==> src/rtl/or1200_vlx_pkg.sv <==
// Shared types and constants for the VLX bit-stream reader.
package or1200_vlx_pkg;

    typedef enum logic [1:0] {
        StIdle,
        StFetch,
        StPendFf,
        StMarker
    } vlx_state_e;

    localparam logic [1:0] VLX_SPR_STAT  = 2'b00;
    localparam logic [1:0] VLX_SPR_BUF   = 2'b01;
    localparam logic [1:0] VLX_SPR_ADDR  = 2'b10;
    localparam logic [1:0] VLX_SPR_STATS = 2'b11;

    localparam int unsigned BUF_W       = 32;
    localparam int unsigned FETCH_LIMIT = 24;

    function automatic logic [4:0] clamp_bits(input logic [4:0] n);
        return (n > 5'd16) ? 5'd16 : n;
    endfunction

endpackage

==> src/rtl/or1200_vlx_unstuff.sv <==
// Byte fetch sequencing: strips FF 00 stuffing and detects JPEG markers.
module or1200_vlx_unstuff
    import or1200_vlx_pkg::*;
(
    input  logic       clk_i,
    input  logic       rst_i,
    input  logic       start_i,
    input  logic       resume_i,
    input  logic       space_ok_i,
    input  logic       ack_i,
    input  logic [7:0] rd_dat_i,
    output logic       rd_req_o,
    output logic       byte_valid_o,
    output logic [7:0] byte_o,
    output logic       stuff_drop_o,
    output logic       marker_o,
    output logic [7:0] marker_code_o
);

    vlx_state_e state_q, state_d;
    logic [7:0] pend_q, pend_d;
    logic       marker_q, marker_d;
    logic [7:0] code_q, code_d;
    logic       ack_ok;

    always_ff @(posedge clk_i or posedge rst_i) begin
        if (rst_i) begin
            state_q  <= StIdle;
            pend_q   <= 8'h00;
            marker_q <= 1'b0;
            code_q   <= 8'h00;
        end else begin
            state_q  <= state_d;
            pend_q   <= pend_d;
            marker_q <= marker_d;
            code_q   <= code_d;
        end
    end

    always_comb begin
        state_d      = state_q;
        pend_d       = pend_q;
        marker_d     = marker_q;
        code_d       = code_q;
        byte_valid_o = 1'b0;
        byte_o       = rd_dat_i;
        stuff_drop_o = 1'b0;
        // space_ok_i already accounts for this cycle's consume
        rd_req_o     = ((state_q == StFetch) || (state_q == StPendFf)) && space_ok_i;
        ack_ok       = ack_i & rd_req_o;

        if (start_i) begin
            state_d  = StFetch;
            pend_d   = 8'h00;
            marker_d = 1'b0;
            code_d   = 8'h00;
        end else begin
            if (resume_i) begin
                marker_d = 1'b0;
                if (state_q == StMarker) begin
                    state_d = StFetch;
                end
            end
            unique case (state_q)
                StFetch: begin
                    if (ack_ok) begin
                        if (rd_dat_i == 8'hFF) begin
                            pend_d  = rd_dat_i;
                            state_d = StPendFf;
                        end else begin
                            byte_valid_o = 1'b1;
                        end
                    end
                end
                StPendFf: begin
                    if (ack_ok) begin
                        if (rd_dat_i == 8'h00) begin
                            byte_valid_o = 1'b1;
                            byte_o       = pend_q;
                            stuff_drop_o = 1'b1;
                            state_d      = StFetch;
                        end else begin
                            marker_d = 1'b1;
                            code_d   = rd_dat_i;
                            state_d  = StMarker;
                        end
                    end
                end
                default: ;
            endcase
        end
    end

    assign marker_o      = marker_q;
    assign marker_code_o = code_q;

endmodule

==> src/rtl/or1200_vlx_reader.sv <==
// JPEG VLX bit-stream reader: byte fetch, bit buffer, get-bits service and SPRs.
// Optional stuffing statistics counter enabled by `define OR1200_VLX_READER_STATS_EN.
module or1200_vlx_reader #(
    parameter logic [31:0] RESET_ADDR = 32'h0000_0000,
    parameter logic        PAD_BIT    = 1'b1
) (
    input  logic        clk_i,
    input  logic        rst_i,
    input  logic        get_bit_op_i,
    input  logic [4:0]  num_bits_i,
    output logic [31:0] bits_o,
    output logic        stall_cpu_o,
    output logic        rd_req_o,
    output logic [31:0] rd_addr_o,
    input  logic [7:0]  rd_dat_i,
    input  logic        ack_i,
    input  logic        spr_cs,
    input  logic        spr_write,
    input  logic [1:0]  spr_addr,
    input  logic [31:0] spr_dat_i,
    output logic [31:0] spr_dat_o
);
    import or1200_vlx_pkg::*;

    logic [BUF_W-1:0] buf_q, buf_d;
    logic [5:0]       fill_q, fill_d;
    logic             underflow_q, underflow_d;
    logic [31:0]      bits_q, bits_d;
    logic [31:0]      addr_q, addr_d;

    logic [4:0]       n;
    logic [5:0]       n6;
    logic             start_wr, stat_wr, short, serve, pad_fill, space_ok;
    logic [5:0]       fill_c;
    logic [BUF_W-1:0] buf_c, src, taken;
    logic             byte_valid, stuff_drop, marker;
    logic [7:0]       byte_val, marker_code;
    logic [31:0]      stats_val;

    assign n        = clamp_bits(num_bits_i);
    assign n6       = {1'b0, n};
    assign start_wr = spr_cs & spr_write & (spr_addr == VLX_SPR_ADDR);
    assign stat_wr  = spr_cs & spr_write & (spr_addr == VLX_SPR_STAT);
    assign short    = fill_q < n6;

    // A start write flushes the buffer, so a coincident op must be retried.
    assign stall_cpu_o = get_bit_op_i & ((short & ~marker) | start_wr);
    assign serve       = get_bit_op_i & ~stall_cpu_o;
    assign pad_fill    = serve & short;

    always_comb begin
        src = buf_q;
        if (pad_fill) begin
            src = buf_q | ({BUF_W{PAD_BIT}} & (32'hFFFF_FFFF >> fill_q));
        end
        taken  = (n6 == 6'd0) ? 32'd0 : (src >> (6'd32 - n6));
        fill_c = fill_q;
        buf_c  = buf_q;
        if (serve) begin
            fill_c = pad_fill ? 6'd0 : (fill_q - n6);
            buf_c  = pad_fill ? 32'd0 : (buf_q << n);
        end
    end

    assign space_ok = fill_c <= 6'(FETCH_LIMIT);

    or1200_vlx_unstuff u_unstuff (
        .clk_i         (clk_i),
        .rst_i         (rst_i),
        .start_i       (start_wr),
        .resume_i      (stat_wr),
        .space_ok_i    (space_ok),
        .ack_i         (ack_i),
        .rd_dat_i      (rd_dat_i),
        .rd_req_o      (rd_req_o),
        .byte_valid_o  (byte_valid),
        .byte_o        (byte_val),
        .stuff_drop_o  (stuff_drop),
        .marker_o      (marker),
        .marker_code_o (marker_code)
    );

    always_comb begin
        bits_d      = serve ? taken : bits_q;
        buf_d       = buf_c;
        fill_d      = fill_c;
        underflow_d = underflow_q | pad_fill;
        addr_d      = addr_q;
        if (byte_valid) begin
            buf_d  = buf_c | ({byte_val, 24'h000000} >> fill_c);
            fill_d = fill_c + 6'd8;
        end
        if (rd_req_o & ack_i) begin
            addr_d = addr_q + 32'd1;
        end
        if (stat_wr) begin
            underflow_d = 1'b0;
        end
        if (start_wr) begin
            buf_d       = '0;
            fill_d      = 6'd0;
            underflow_d = 1'b0;
            addr_d      = spr_dat_i;
        end
    end

    always_ff @(posedge clk_i or posedge rst_i) begin
        if (rst_i) begin
            buf_q       <= '0;
            fill_q      <= 6'd0;
            underflow_q <= 1'b0;
            bits_q      <= 32'd0;
            addr_q      <= RESET_ADDR;
        end else begin
            buf_q       <= buf_d;
            fill_q      <= fill_d;
            underflow_q <= underflow_d;
            bits_q      <= bits_d;
            addr_q      <= addr_d;
        end
    end

`ifdef OR1200_VLX_READER_STATS_EN
    logic [15:0] stats_q;

    always_ff @(posedge clk_i or posedge rst_i) begin
        if (rst_i) begin
            stats_q <= 16'd0;
        end else if (start_wr) begin
            stats_q <= 16'd0;
        end else if (stuff_drop && (stats_q != 16'hFFFF)) begin
            stats_q <= stats_q + 16'd1;
        end
    end

    assign stats_val = {16'd0, stats_q};
`else
    logic unused_stuff_drop;
    assign unused_stuff_drop = stuff_drop;
    assign stats_val         = 32'd0;
`endif

    always_comb begin
        spr_dat_o = 32'd0;
        if (spr_cs) begin
            unique case (spr_addr)
                VLX_SPR_STAT:  spr_dat_o = {16'd0, marker_code, marker, underflow_q, fill_q};
                VLX_SPR_BUF:   spr_dat_o = buf_q;
                VLX_SPR_ADDR:  spr_dat_o = addr_q;
                VLX_SPR_STATS: spr_dat_o = stats_val;
            endcase
        end
    end

    assign bits_o    = bits_q;
    assign rd_addr_o = addr_q;

endmodule
==> config.mk <==
export PLATFORM = sky130hd
export DESIGN_NAME = or1200_vlx_reader
export DESIGN_NICKNAME = d
export VERILOG_FILES = /design/src/rtl/or1200_vlx_pkg.sv /design/src/rtl/or1200_vlx_unstuff.sv /design/src/rtl/or1200_vlx_reader.sv
export SDC_FILE = /design/constraint.sdc
export NUM_CORES = 1
export LEC_CHECK = 0
export BUFFER_PORTS_ARGS = -buffer_cell sky130_fd_sc_hd__buf_4
export CAP_MARGIN = 20
export CORE_MARGIN = 4
export CORE_UTILIZATION = 35
export DETAILED_ROUTE_END_ITERATION = 7
export PLACE_DENSITY = 0.56
export SLEW_MARGIN = 20
export SYNTH_ARGS = -nofsm -noshare
export SYNTH_HDL_FRONTEND = slang
export SYNTH_HIERARCHICAL = 1
export SYNTH_SLANG_ARGS = --single-unit
export TNS_END_PERCENT = 10
==> constraint.sdc <==
create_clock -name clk_i -period 12.55 [get_ports clk_i]
set_clock_uncertainty 0.15 [all_clocks]
set_input_delay 2.51 -clock clk_i [delete_from_list [all_inputs] [get_ports clk_i]]
set_output_delay 2.51 -clock clk_i [all_outputs]
set_load 0.05 [all_outputs]
==> results by stage, run 1 <==
Clock tree:
- CTS placed an instance of clkbuf_16 at the clock tree root.
- The number of hold buffers added after CTS was 0.
- The number of gates given a new drive strength after cts is 0.
- The H-tree was split into 4 levels.
- The number of buffers added by the clock tree synthesis step is 17.
- The clock-pin slew reported for the worst setup and hold paths after clock tree synthesis is about 60 ps.
- Post-CTS timing repair inserted 0 buffers for setup.
- The maximum clock insertion buffer count is 2.
- The clock net in this run drives a total of about 120 sinks.
- The source-to-sink clock delay at the later pin of the worst-skew pair is about 440 ps.
- TritonCTS built the clock tree.

Die:
- The cell row count is between 60 and 70.
- The die is ~180 um tall.
- Pin placement for this block handled between 150 and 200 I/O pins.
- The die covers 0.0336 mm^2.
- The placeable core region is ~0.030 mm^2.
- The initial utilization of the core area, before any placement, comes to 0.359.
- The die outline width is 183 um.

Place:
- The final weighted congestion of routability-driven global placement is just under 1.
- The pre-CTS setup slack is roughly 2800 ps.
- Detailed placement ended at an HPWL of 30900 um.
- The number of port buffers is 150.

Route:
- The via count normalized by instance count is approximately 6.2.
- The count of nets left with antenna violations once routing finished came out at 0.
- In this run, the number of DRC markers left after iteration 0 of detailed routing was ~1.4k.
- The post-detailed-route wirelength per cell is about 24 um.
- Wires add up to around 42000 um.
- For this run, design rule violations remaining after detail routing come to 2.
- The count of TritonRoute iterations in the first routing pass is 8.
- The routed via count is 11.0k.

Logic synthesis:
- Synthesis handed over a netlist of approximately 1.3k instances.
- The synthesized area is 0.0108 mm^2.
- The number of flops mapped to enable cells by yosys is 0.
- The post-synthesis sequential element count is about 120.
- The cell taking the most area after synthesis is dfrtp_1.
- In this run, distinct cell masters in the synthesized netlist total 96.
- By area the synthesized netlist is led by dfrtp_1 28%, mux2i_1 9.3%, nand2_1 5.7%.
- Synthesis produced a netlist with a net count of 1355.
- The fraction of registers with async set or reset after synthesis is 1.00.
- Dividing the synthesized area by the synthesized cell count gives approximately 8.3 um^2.
- The share of the yosys chip area belonging to registers is 0.284.
- The share of synthesized area in the top cell type comes to 0.284.
- The warning count from the yosys run is 6.
- In the synthesized netlist the dominant register cell turns out to be dfrtp_1.

Critical path:
- STA classifies the critical path startpoint as a primary input.
- The critical path goes through buf_4 > clkinv_1 > nor2_1 > inv_1 > ha_1 > o31ai_4 > a21o_2 > buf_4 > a22o_1 > nor3_1 > o31a_1 > nor2b_1 > buf_4.
- Data on the critical path arrives at its endpoint at between 7000 and 8000 ps.
- The number of cells on the worst reg-to-reg path is 20.
- Counting stages on the worst path, the most repeated cell is buf_4.
- The stage delay of the slowest cell on the critical path is around 730 ps.
- Setup slack on the worst reg-to-reg path comes out at between 6000 and 7000 ps.
- The data required time of the critical path is between 9000 and 10000 ps.
- The endpoint identified for the worst register-to-register timing path is buf_q[16].
- The biggest fanout along the worst timing path is between 60 and 70.
- The worst setup path is captured at an output pin.
- Grouping stages by cell kind, the critical path spends the most delay in buffers and inverters.
- For this design, the slowest cell found on the critical path is nor2_1.
- By startpoint and endpoint, the worst setup path is classified as primary input to output pin.
- The total buffers and inverters traversed by the critical path is 5.
- The startpoint identified for the worst register-to-register timing path is fill_q[0].

STA:
- For the pin with the worst max-slew slack, the measured transition is approximately 900 ps.
- Counting I/O delays and the setup requirement, the final critical path takes between 9000 and 10000 ps.
- The count of final hold-check violations is 0.
- In this run the tightest slew margin relative to its limit is 0.408.
- The smallest setup slack after layout is ~2700 ps.
- The fraction of the cycle the final worst path needs is 0.781.
- Setup repair after global routing left no endpoint under its margin.
- The number of pins with negative max-slew slack in the final report is 0.
- The final number of setup-violating endpoints is 0.
- The highest achievable clock rate is between 100 and 150 MHz.
- The sum of negative setup slack is 0 ps.

Global route:
- The first-pass GRT wire length is 63600 um.
- Summed over all layers, the global routing overflow is 0.
- The largest net degree at the start of global routing is about 110.
- For this run, the total global-route usage over all layers was measured as 0.243.
- The initial antenna violation count is 0.
- The via count of the first global-routing pass is roughly 10k.

Power:
- The static leakage is 5.33 nW.
- The power density over the cells is between 200 and 250 mW/mm^2.
- The maximum VDD drop is 0.0938 mV.

Run status:
- The checks that failed: design-rule violations.
- The flow ran to the end, but the final reports show violations.

Finish:
- The post-layout net count is around 1.4k.
- The number of antenna diodes in the final layout is 0.
- The multi-input combinational cells in the finished layout cover a total of slightly above 0.007 mm^2.
- The layout has slightly above 3k filler cells.
- The area growth from synthesis to final layout is 17.7%.
- The share of layout cells above drive strength 1 is 0.201.
- In the final layout, flip-flops and latches occupy between 0.003 and 0.004 mm^2.

Flow run:
- The max-capacitance violation count is 0.

Min path:
- The number of cells on the worst hold path is 2.
- The path type of the worst min-delay path is flip-flop to flip-flop.
- The startpoint identified for the worst hold timing path is bits_o[17].
- For hold timing, the worst endpoint is bits_o[17].
## cell usage after synthesis (10+ instances only)
| cell | n |
|---|---|
| dfrtp_1 | 122 |
| and2_1 | 26 |
| o21ai_1 | 12 |
| o21ai_0 | 92 |
| a21oi_1 | 57 |
| mux4_2 | 24 |
| a22oi_1 | 40 |
| nor3_1 | 12 |
| inv_1 | 15 |
| a211oi_1 | 10 |
| a32o_1 | 10 |
| a31oi_1 | 22 |
| buf_2 | 24 |
| o22ai_1 | 10 |
| xor2_1 | 20 |
| nor2_1 | 112 |
| clkbuf_1 | 58 |
| nor2b_1 | 26 |
| a22o_1 | 10 |
| nand4_1 | 15 |
| ha_1 | 11 |
| a32oi_1 | 14 |
| nand2_1 | 164 |
| o211ai_1 | 12 |
| nand3_1 | 62 |
| a21o_1 | 20 |
| mux2i_1 | 100 |
| xnor2_1 | 16 |
## kinds of logic after synthesis
logic type | count (synthesis) | synth area share
AO/OA/AOI/OAI | 388 | 0.251
XOR/XNOR | 36 | 0.0293
adder cells (fa/ha/maj) | 12 | 0.0146
buffers and inverters | 125 | 0.0537
flip-flops | 122 | 0.284
multiplexers | 132 | 0.152
AND/OR/NAND/NOR | 475 | 0.216
## state kept, by name, summed over array words and instances (netlist names)
| name | flops |
|---|---|
| u_unstuff/state_q | 2 |
| u_unstuff/marker_o | 1 |
| underflow_q | 1 |
| bits_o | 32 |
| u_unstuff/pend_q | 8 |
| rd_addr_o | 32 |
| buf_q | 32 |
| fill_q | 6 |
| u_unstuff/marker_code_o | 8 |
## how the worst max path moves through the flow
stage,to,depth (start not counted),from
2_1_floorplan,rd_req_o,14,num_bits_i[2]
3_3_place_gp,rd_req_o,12,num_bits_i[3]
3_5_place_dp,rd_req_o,12,num_bits_i[3]
4_1_cts,rd_req_o,12,num_bits_i[3]
5_1_grt,rd_req_o,13,num_bits_i[3]
6_report,rd_req_o,13,num_bits_i[3]
## worst min-delay path: cells and delay by family (launching register included)
family	cells	cell delay, ps
DFF	1	360
and+or+nand+nor	2	100
## layout make-up
type,count,area share
Timing Repair Buffer,168,0.0993
Sequential cell,122,0.241
Clock buffer,18,0.0339
Multi-Input combinational cell,1043,0.566
Clock inverter,14,0.0145
Inverter,21,0.00681
Tap cell,390,0.0385
## cells in the final DEF, fill, tap and decap left out, types with 24 or more instances in the layout
master   count
a21oi_1     57
a22oi_1     40
and2_1      26
buf_4      167
dfrtp_1    122
mux2i_1    100
mux4_2      24
nand2_1    164
nand3_1     62
nor2_1     112
o21ai_0     92
## routing by layer
metal,GRT usage,vias to the layer above,wire (um)
met3,0.0417,63,3480
met4,0.0614,0,835
li1,-,4991,-
met2,0.371,548,19000
met5,0,-,0
met1,0.359,5416,18700
## metrics by stage
step | cell area [um^2] | instances | hold slack (ps) | total power [mW] | utilization
final | 12700 | 1776 | 340 | 2.81 | 0.423
after global routing | 12700 | 1776 | 358 | 2.95 | 0.423
after CTS | 12700 | 1775 | 338 | 2.78 | 0.422
after detailed placement | 12000 | 1743 | 323 | 2.25 | 0.402
after global placement | 12000 | 1741 | 319 | 2.24 | 0.402
after floorplan | 10800 | 1290 | 300 | 1.74 | -
## report_power, final
group | switching [mW] | internal, mW
clock | 0.214 | 0.317
sequential | 0.213 | 0.508
combinational | 1.06 | 0.504
total | 1.48 | 1.33
Note: power is estimated with default switching activity, not from simulation.
==> run 2, diff against run 1 <==
--- a/config.mk
+++ b/config.mk
@@ -5,6 +5,7 @@
 export SDC_FILE = /design/constraint.sdc
 export NUM_CORES = 1
 export LEC_CHECK = 0
+export ABC_AREA = 1
 export BUFFER_PORTS_ARGS = -buffer_cell sky130_fd_sc_hd__buf_4
 export CAP_MARGIN = 20
 export CORE_MARGIN = 4
==> constraint.sdc (replaced) <==
create_clock -name clk_i -period 9.1 [get_ports clk_i]
set_clock_uncertainty 0.15 [all_clocks]
set_input_delay 1.82 -clock clk_i [delete_from_list [all_inputs] [get_ports clk_i]]
set_output_delay 1.82 -clock clk_i [all_outputs]
set_load 0.05 [all_outputs]
==> results by stage, run 2 <==
Die:
- The die area came to 0.0364 mm^2 (+8.4%).
- The number of top-level design ports was 151 (unchanged).
- The die boundary height is 191 um (+4.1%).
- The cell row count is 66 (+4.8%).
- The die outline width is 191 um (+4.1%).
- The starting density of the core came to 0.357 (-0.00229).
- The placeable core region came to 0.0328 mm^2 (+9.4%).

Place:
- The pre-CTS setup slack is 1740 ps (-1070 ps).
- The final weighted congestion of routability-driven global placement is 1.02 (+5.7%).
- The post-DP HPWL is 38600 um (+25%).
- The placed cell count is 2456 (+41%).
- The number of port buffers is 150 (unchanged).
- The area after detailed placement is 0.0131 mm^2 (+8.7%).

Finish:
- The footprint of the flip-flops and latches came to 0.00305 mm^2 (unchanged).
- The post-layout net count was 2098 (+46%).
- The final-layout fill cell count is 3621 (+18%).
- The number of diodes came to 0 (unchanged).
- The area growth from synthesis to final layout is 16.9%.
- The final design instance area without fill is 0.0137 mm^2 (+8.0%).
- The library cell used most frequently in the layout, excluding fill and tap cells, is nand2_1.
- The utilization after layout is 0.417 (-0.00576).
- The library cells used most frequently in the layout, excluding fill and tap cells, are 614 x nand2_1, 333 x nand3_1, 180 x inv_1, 172 x buf_4, 135 x o21ai_0.
- The number of cells in the finished layout apart from fillers is 2488 (+40%).
- The area of the multi-input gates is 0.00743 mm^2 (+3.6%).
- The share of layout cells above drive strength 1 is 0.145 (-0.0554).

Route:
- The count of routing violations after the opening detailed-route iteration is 1574 (+13%).
- The number of remaining DRC errors was 0 (-2).
- The routed via count is 13.7k (+24%).
- The via count normalized by instance count was 5.51 (-11%).
- The post-detailed-route count of antenna-violating nets is 0 (unchanged).
- The post-detailed-route wirelength per cell is 19.9 um (-16%).
- The routed wire length is 49600 um (+18%).
- The count of TritonRoute iterations in the first routing pass is 6 (-2).

Power:
- The total power draw is 4.45 mW (+58%).
- The static leakage came to 6.79 nW (+27%).
- The maximum VDD drop is 0.175 mV (+86%).
- The power density over the cells is 325 mW/mm^2 (+46%).

Critical path:
- The arrival time at the worst endpoint came to 5440 ps (-1700 ps).
- The total buffers and inverters traversed by the critical path is 8 (+3).
- The worst register-to-register path begins at fill_q[4].
- The biggest fanout along the worst timing path is 35 (-49%).
- The worst register-to-register path ends at buf_q[24].
- The logic depth of the worst register-to-register path came to 29 (+45%).
- On the critical path the largest part of the delay comes from simple AND/OR/NAND/NOR gates.
- The data required time of the critical path is 7130 ps (-2760 ps).
- The critical path is of the primary input to output pin type.
- The dominant cell type by count on the critical path is buf_4.
- The critical path startpoint category is a primary input.
- The stage delay of the slowest cell on the critical path is 400 ps (-330 ps).
- The setup slack on the worst flop-to-flop path is 3730 ps (-2870 ps).
- The signal on the critical path passes through buf_4 > inv_1 > nand3_1 > nand2_1 > inv_2 > nor2_4 > buf_4 > inv_2 > ha_1 > nand2_1 > nor3_2 > nor2_2 > nand2_2 > nand3_4 > buf_4 > nand2_8 > nand2_4 > nand2_1 > a32oi_1 > inv_1 > nor2_4 > buf_4.
- The endpoint type of the worst setup path is an output pin.
- On the critical path, the stage with the largest delay is an instance of buf_4.

Clock tree:
- The H-tree depth reported by CTS is 4 (unchanged).
- The maximum clock insertion buffer count is 2 (unchanged).
- The clock-pin slew reported for the worst setup and hold paths after clock tree synthesis is 60 ps (about the same).
- TritonCTS built the clock tree.
- The source-to-sink clock delay at the later pin of the worst-skew pair is 450 ps (about the same).
- The number of gates given a new drive strength after cts came to 0 (unchanged).
- The CTS sink count is 122 (unchanged).
- The number of buffers added by the clock tree synthesis step was 17 (unchanged).
- The root buffer cell chosen for the clock tree is clkbuf_16.
- The number of buffers added to fix hold violations after cts is 0 (unchanged).
- The number of buffers inserted by post-CTS setup repair is 0 (unchanged).

Run status:
- The run finished with clean final reports.

Global route:
- The total routing usage reported by global routing is 0.271 (+0.0279).
- The residual overflow from global routing is 0 (unchanged).
- The first-pass GRT wire length came to 76800 um (+21%).
- The initial antenna violation count is 0 (unchanged).
- The via count of the first global-routing pass was 12.9k (+27%).
- The largest net degree at the start of global routing is 75 (-34%).

STA:
- The sum of negative setup slack is 0 ps (unchanged).
- The slew at the pin closest to its max-slew limit is 1030 ps (+142 ps).
- The smallest hold slack is 328 ps (-12.0 ps).
- The count of final hold-check violations is 0 (unchanged).
- The final number of setup-violating endpoints came to 0 (unchanged).
- The routed design could run at a clock period as short as around 7400 ps.
- The highest achievable clock rate is about 130 MHz.
- The worst slew margin relative to its limit was 0.315 (-0.0933).
- The number of pins with negative max-slew slack in the final report is 0 (unchanged).
- The smallest setup slack after layout is 1690 ps (-1050 ps).
- The fraction of the cycle the final worst path needs is 0.814.
- Setup repair after global routing left no endpoint under its margin.

Logic synthesis:
- The number of unique standard cell types used by synthesis is 61 (-36%).
- The mean post-synth cell area was 6.02 um^2 (-28%).
- The synthesized area is 0.0117 mm^2 (+8.8%).
- The synthesized net count was 2009 (+48%).
- In the synthesized netlist, the cells that appear most often are 615 x nand2_1, 333 x nand3_1, 182 x inv_1, 135 x o21ai_0, 122 x dfrtp_1.
- Of all cell types, the one taking the most synthesized area is dfrtp_1.
- The leading cell type by number of instances after synthesis is nand2_1.
- The fraction of post-synthesis cell area in the top cell type by area is 0.261 (-0.0228).
- The gate count of the mapped netlist came to 1944 (+51%).
- The share of the yosys chip area belonging to registers is 0.261 (-0.0228).
- The post-synthesis sequential element count is 122 (unchanged).
- In the synthesized netlist the dominant register cell turns out to be dfrtp_1.
- The warning count from the yosys run is 6 (unchanged).
- Ranked by total cell area, the synthesized netlist is headed by dfrtp_1 26%, nand2_1 20%, nand3_1 14%.
- The number of flops mapped to enable cells by yosys is 0 (unchanged).
- The fraction of registers with async set or reset after synthesis is 1.00 (unchanged).

Min path:
- The path type of the worst min-delay path is flip-flop to flip-flop.
- The number of cells on the worst hold path was 2 (unchanged).
- For hold timing, the worst endpoint is bits_o[2].
- The start point of the worst hold path is bits_o[2].

Flow run:
- The max-capacitance violation count was 0 (unchanged).
-- run 2: metal layers --
layer	track usage	vias to the layer above	wire length, um
met5	0	-	0
met4	0.0594	0	990
met3	0.0467	56	3540
met2	0.417	578	21800
met1	0.399	6441	23200
li1	-	6635	-
-- run 2: cell type report --
type                            instances  area share
Multi-Input combinational cell       1521       0.543
Sequential cell                       122       0.223
Timing Repair Buffer                  172      0.0944
Inverter                              199      0.0557
Tap cell                              442      0.0404
Clock buffer                           17      0.0311
Clock inverter                         15      0.0121
-- run 2: worst max-delay path by stage --
stage,start,end,slack (ps),depth (start not counted)
floorplan,num_bits_i[4],rd_req_o,2130,22
global placement,num_bits_i[3],rd_req_o,1840,22
detailed placement,num_bits_i[1],rd_req_o,1740,22
CTS,num_bits_i[1],rd_req_o,1730,22
global route,num_bits_i[3],rd_req_o,1440,22
finish,num_bits_i[1],rd_req_o,1690,22
-- run 2: worst min-delay path, stage by stage (launching register included) --
cell	delay, ps
dfrtp_1	340
nand2_1	50
nand2_1	50
-- run 2: power by group --
part / total (mW) / switching [mW] / internal, mW
Clock: 0.706 / 0.299 / 0.407
Combinational: 2.74 / 1.96 / 0.778
Sequential: 1.00 / 0.268 / 0.733
-- run 2: logic make-up (layout without fill, tap and decap cells) --
kind of cell | after synthesis | in the layout | share of synthesized area
buf+inv | 301 | 403 | 0.105
flops | 122 | 122 | 0.261
mux | 1 | 1 | 0.000855
fa+ha+maj | 12 | 12 | 0.0135
compound gates | 332 | 332 | 0.166
xor+xnor | 20 | 20 | 0.0156
simple gates | 1156 | 1156 | 0.438
==> run 3, diff against run 2 <==
--- a/config.mk
+++ b/config.mk
@@ -5,7 +5,7 @@
 export SDC_FILE = /design/constraint.sdc
 export NUM_CORES = 1
 export LEC_CHECK = 0
-export ABC_AREA = 1
+export ABC_AREA = 0
 export BUFFER_PORTS_ARGS = -buffer_cell sky130_fd_sc_hd__buf_4
 export CAP_MARGIN = 20
 export CORE_MARGIN = 4
==> constraint.sdc (replaced) <==
create_clock -name clk_i -period 7.02 [get_ports clk_i]
set_clock_uncertainty 0.15 [all_clocks]
set_input_delay 1.404 -clock clk_i [delete_from_list [all_inputs] [get_ports clk_i]]
set_output_delay 1.404 -clock clk_i [all_outputs]
set_load 0.05 [all_outputs]
==> results by stage, run 3 (same netlist as run 1, synthesis figures left out) <==
Run status:
- The run finished with clean final reports.

Flow run:
- The max-capacitance violation count is 0 (unchanged).

Route:
- The count of routing violations after the opening detailed-route iteration is 1482 (-5.8%).
- The number of remaining DRC errors was 0 (unchanged).
- The via count normalized by instance count is 6.18 (+12%).
- The routed wire length came to 43600 um (-12%).
- The post-detailed-route count of antenna-violating nets came to 0 (unchanged).
- The routed via count was 11.0k (-20%).
- The count of TritonRoute iterations in the first routing pass came to 6 (unchanged).
- The post-detailed-route wirelength per cell is 24.5 um (+23%).

Min path:
- The number of cells on the worst hold path is 2 (unchanged).
- The path type of the worst min-delay path is flip-flop to flip-flop.

STA:
- The smallest clock period supported by the final layout is computed as between 6000 and 7000 ps.
- The number of pins with negative max-slew slack in the final report came to 0 (unchanged).
- Setup repair after global routing left no endpoint under its margin.
- The sum of negative setup slack is 0 ps (unchanged).
- The worst slew margin relative to its limit is 0.291 (-0.0237).
- The slew at the pin closest to its max-slew limit was 1060 ps (+34.5 ps).
- The fraction of the cycle the final worst path needs is 0.945.
- The count of final hold-check violations is 0 (unchanged).
- The smallest setup slack after layout is 384 ps (-1310 ps).
- The highest achievable clock rate is ~150 MHz.
- The final number of setup-violating endpoints is 0 (unchanged).

Power:
- The net switching power figure is 2.68 mW (+6.0%).
- The share of total power consumed by net switching is 0.525 (-0.0429).
- The combinational share of power is 0.548 (-0.068).
- The design internal power is 2.42 mW (+26%).
- The power density over the cells is 401 mW/mm^2 (+23%).
- The clock group share of total power is 0.197 (+0.038).
- The fraction of power consumed by sequential logic is 0.255 (+0.030).
- The total power draw is 5.10 mW (+15%).
- The static leakage came to 5.36 nW (-21%).
- The maximum VDD drop is 0.160 mV (-8.6%).

Critical path:
- The stage delay of the slowest cell on the critical path is 600 ps (+200 ps).
- The total buffers and inverters traversed by the critical path came to 4 (-4).
- The logic depth of the worst register-to-register path is 18 (-38%).
- The arrival time at the worst endpoint is 5080 ps (-360 ps).
- The top cell family by delay on the critical path is compound AO/OA/AOI/OAI gates.
- The data required time of the critical path came to 5470 ps (-1660 ps).
- The count of cell instances traversed by the critical path was 12 (-45%).
- The dominant cell type by count on the critical path is buf_4.
- The critical path is of the primary input to output pin type.
- STA classifies the critical path startpoint as a primary input.
- The endpoint type of the worst setup path is an output pin.
- The signal on the critical path passes through buf_4 > clkinv_1 > nor2_1 > inv_1 > ha_1 > o31ai_4 > a21o_1 > o22ai_2 > nor3_1 > o31a_1 > nor2b_1 > buf_4.
- The biggest fanout along the worst timing path is 22 (-37%).
- The cell with the biggest individual delay on the critical path is o31ai_4.

Die:
- The cell row count is 63 (-4.5%).
- The placeable core region is 0.0300 mm^2 (-8.6%).
- The die area came to 0.0336 mm^2 (-7.7%).
- The die boundary height came to 183 um (-3.9%).
- The starting density of the core is 0.359 (+0.00229).
- The die outline width is 183 um (-3.9%).
- The number of top-level design ports is 151 (unchanged).

Clock tree:
- The number of buffers added to fix hold violations after cts is 0 (unchanged).
- The clock-pin slew reported for the worst setup and hold paths after clock tree synthesis is 60 ps (about the same).
- The number of buffers inserted by post-CTS setup repair is 0 (unchanged).
- The clock tree root driver cell is clkbuf_16.
- The number of gates given a new drive strength after cts was 0 (unchanged).
- The number of buffers added by the clock tree synthesis step is 17 (unchanged).
- The source-to-sink clock delay at the later pin of the worst-skew pair came to 440 ps (about the same).
- The H-tree depth reported by CTS came to 4 (unchanged).
- The maximum clock insertion buffer count is 2 (unchanged).
- TritonCTS built the clock tree.
- The CTS sink count came to 122 (unchanged).

Finish:
- The number of diodes is 0 (unchanged).
- The post-layout net count is 1443 (-31%).
- From synthesis to final layout, the design area changed by 18.2%.
- The commonest non-fill, non-tap cell in the layout is buf_4.
- The library cells used most frequently in the layout, excluding fill and tap cells, are 173 x buf_4, 164 x nand2_1, 122 x dfrtp_1, 112 x nor2_1, 100 x mux2i_1.
- The share of layout cells above drive strength 1 came to 0.202 (+0.0570).

Global route:
- The first-pass GRT wire length came to 66400 um (-14%).
- The largest net degree at the start of global routing is 77 (+2.7%).
- The via count of the first global-routing pass is 10.4k (-19%).
- The total routing usage reported by global routing is 0.254 (-0.0170).
- The residual overflow from global routing is 0 (unchanged).
- The initial antenna violation count is 1 (+1).

Place:
- The post-DP HPWL was 32000 um (-17%).
- The pre-CTS setup slack is 381 ps (-1360 ps).
- The number of port buffers is 150 (unchanged).
- The final weighted congestion of routability-driven global placement is 0.988 (-3.4%).
-- run 3: worst paths after layout --
kind                                    start            end  slack (ps)
worst min-delay path               bits_o[17]     bits_o[17]         330
worst max-delay path            num_bits_i[3]       rd_req_o         380
worst min register to register     bits_o[17]     bits_o[17]         330
max in group asynchronous               rst_i      bits_o[1]        4550
worst max register to register      fill_q[0]      buf_q[16]        1240
min in group asynchronous               rst_i  rd_addr_o[14]         890
-- run 3: metal layers --
metal  wire length (um)  vias up  GRT usage
met5                 19        -          0
met4                870        2     0.0641
met3               3570       59     0.0553
met2              19500      539      0.380
met1              19600     5400      0.373
li1                   -     5002          -
-- run 3: power groups by stage --
stage	clock network, mW	registers [mW]	logic [mW]
floorplan	0	1.50	1.61
global placement	0	1.30	2.74
detailed placement	0	1.30	2.74
CTS	1.01	1.29	2.75
global route	1.04	1.33	2.98
finish	1.00	1.30	2.79
-- run 3: per-stage QoR --
stage / utilization / area (um^2) / instances / hold slack, ps
global placement: 0.404 / 12100 / 1749 / 306
global route: 0.425 / 12700 / 1780 / 365
detailed placement: 0.404 / 12100 / 1749 / 319
floorplan: - / 10800 / 1290 / 300
CTS: 0.425 / 12700 / 1780 / 335
finish: 0.425 / 12700 / 1780 / 332
-- run 3: worst min-delay path: cells and delay by family (launching register included) --
kind / cells / cell delay, ps
simple gates: 2 / 100
flops: 1 / 350
-- run 3: final cells by class --
class / count / area (um^2)
fill: 3014 / 17200
multi-input combinational: 1043 / 7170
sequential: 122 / 3050
inverter: 21 / 86.3
timing repair buffer: 173 / 1300
tap: 390 / 488
clock buffer: 17 / 425
clock inverter: 14 / 210
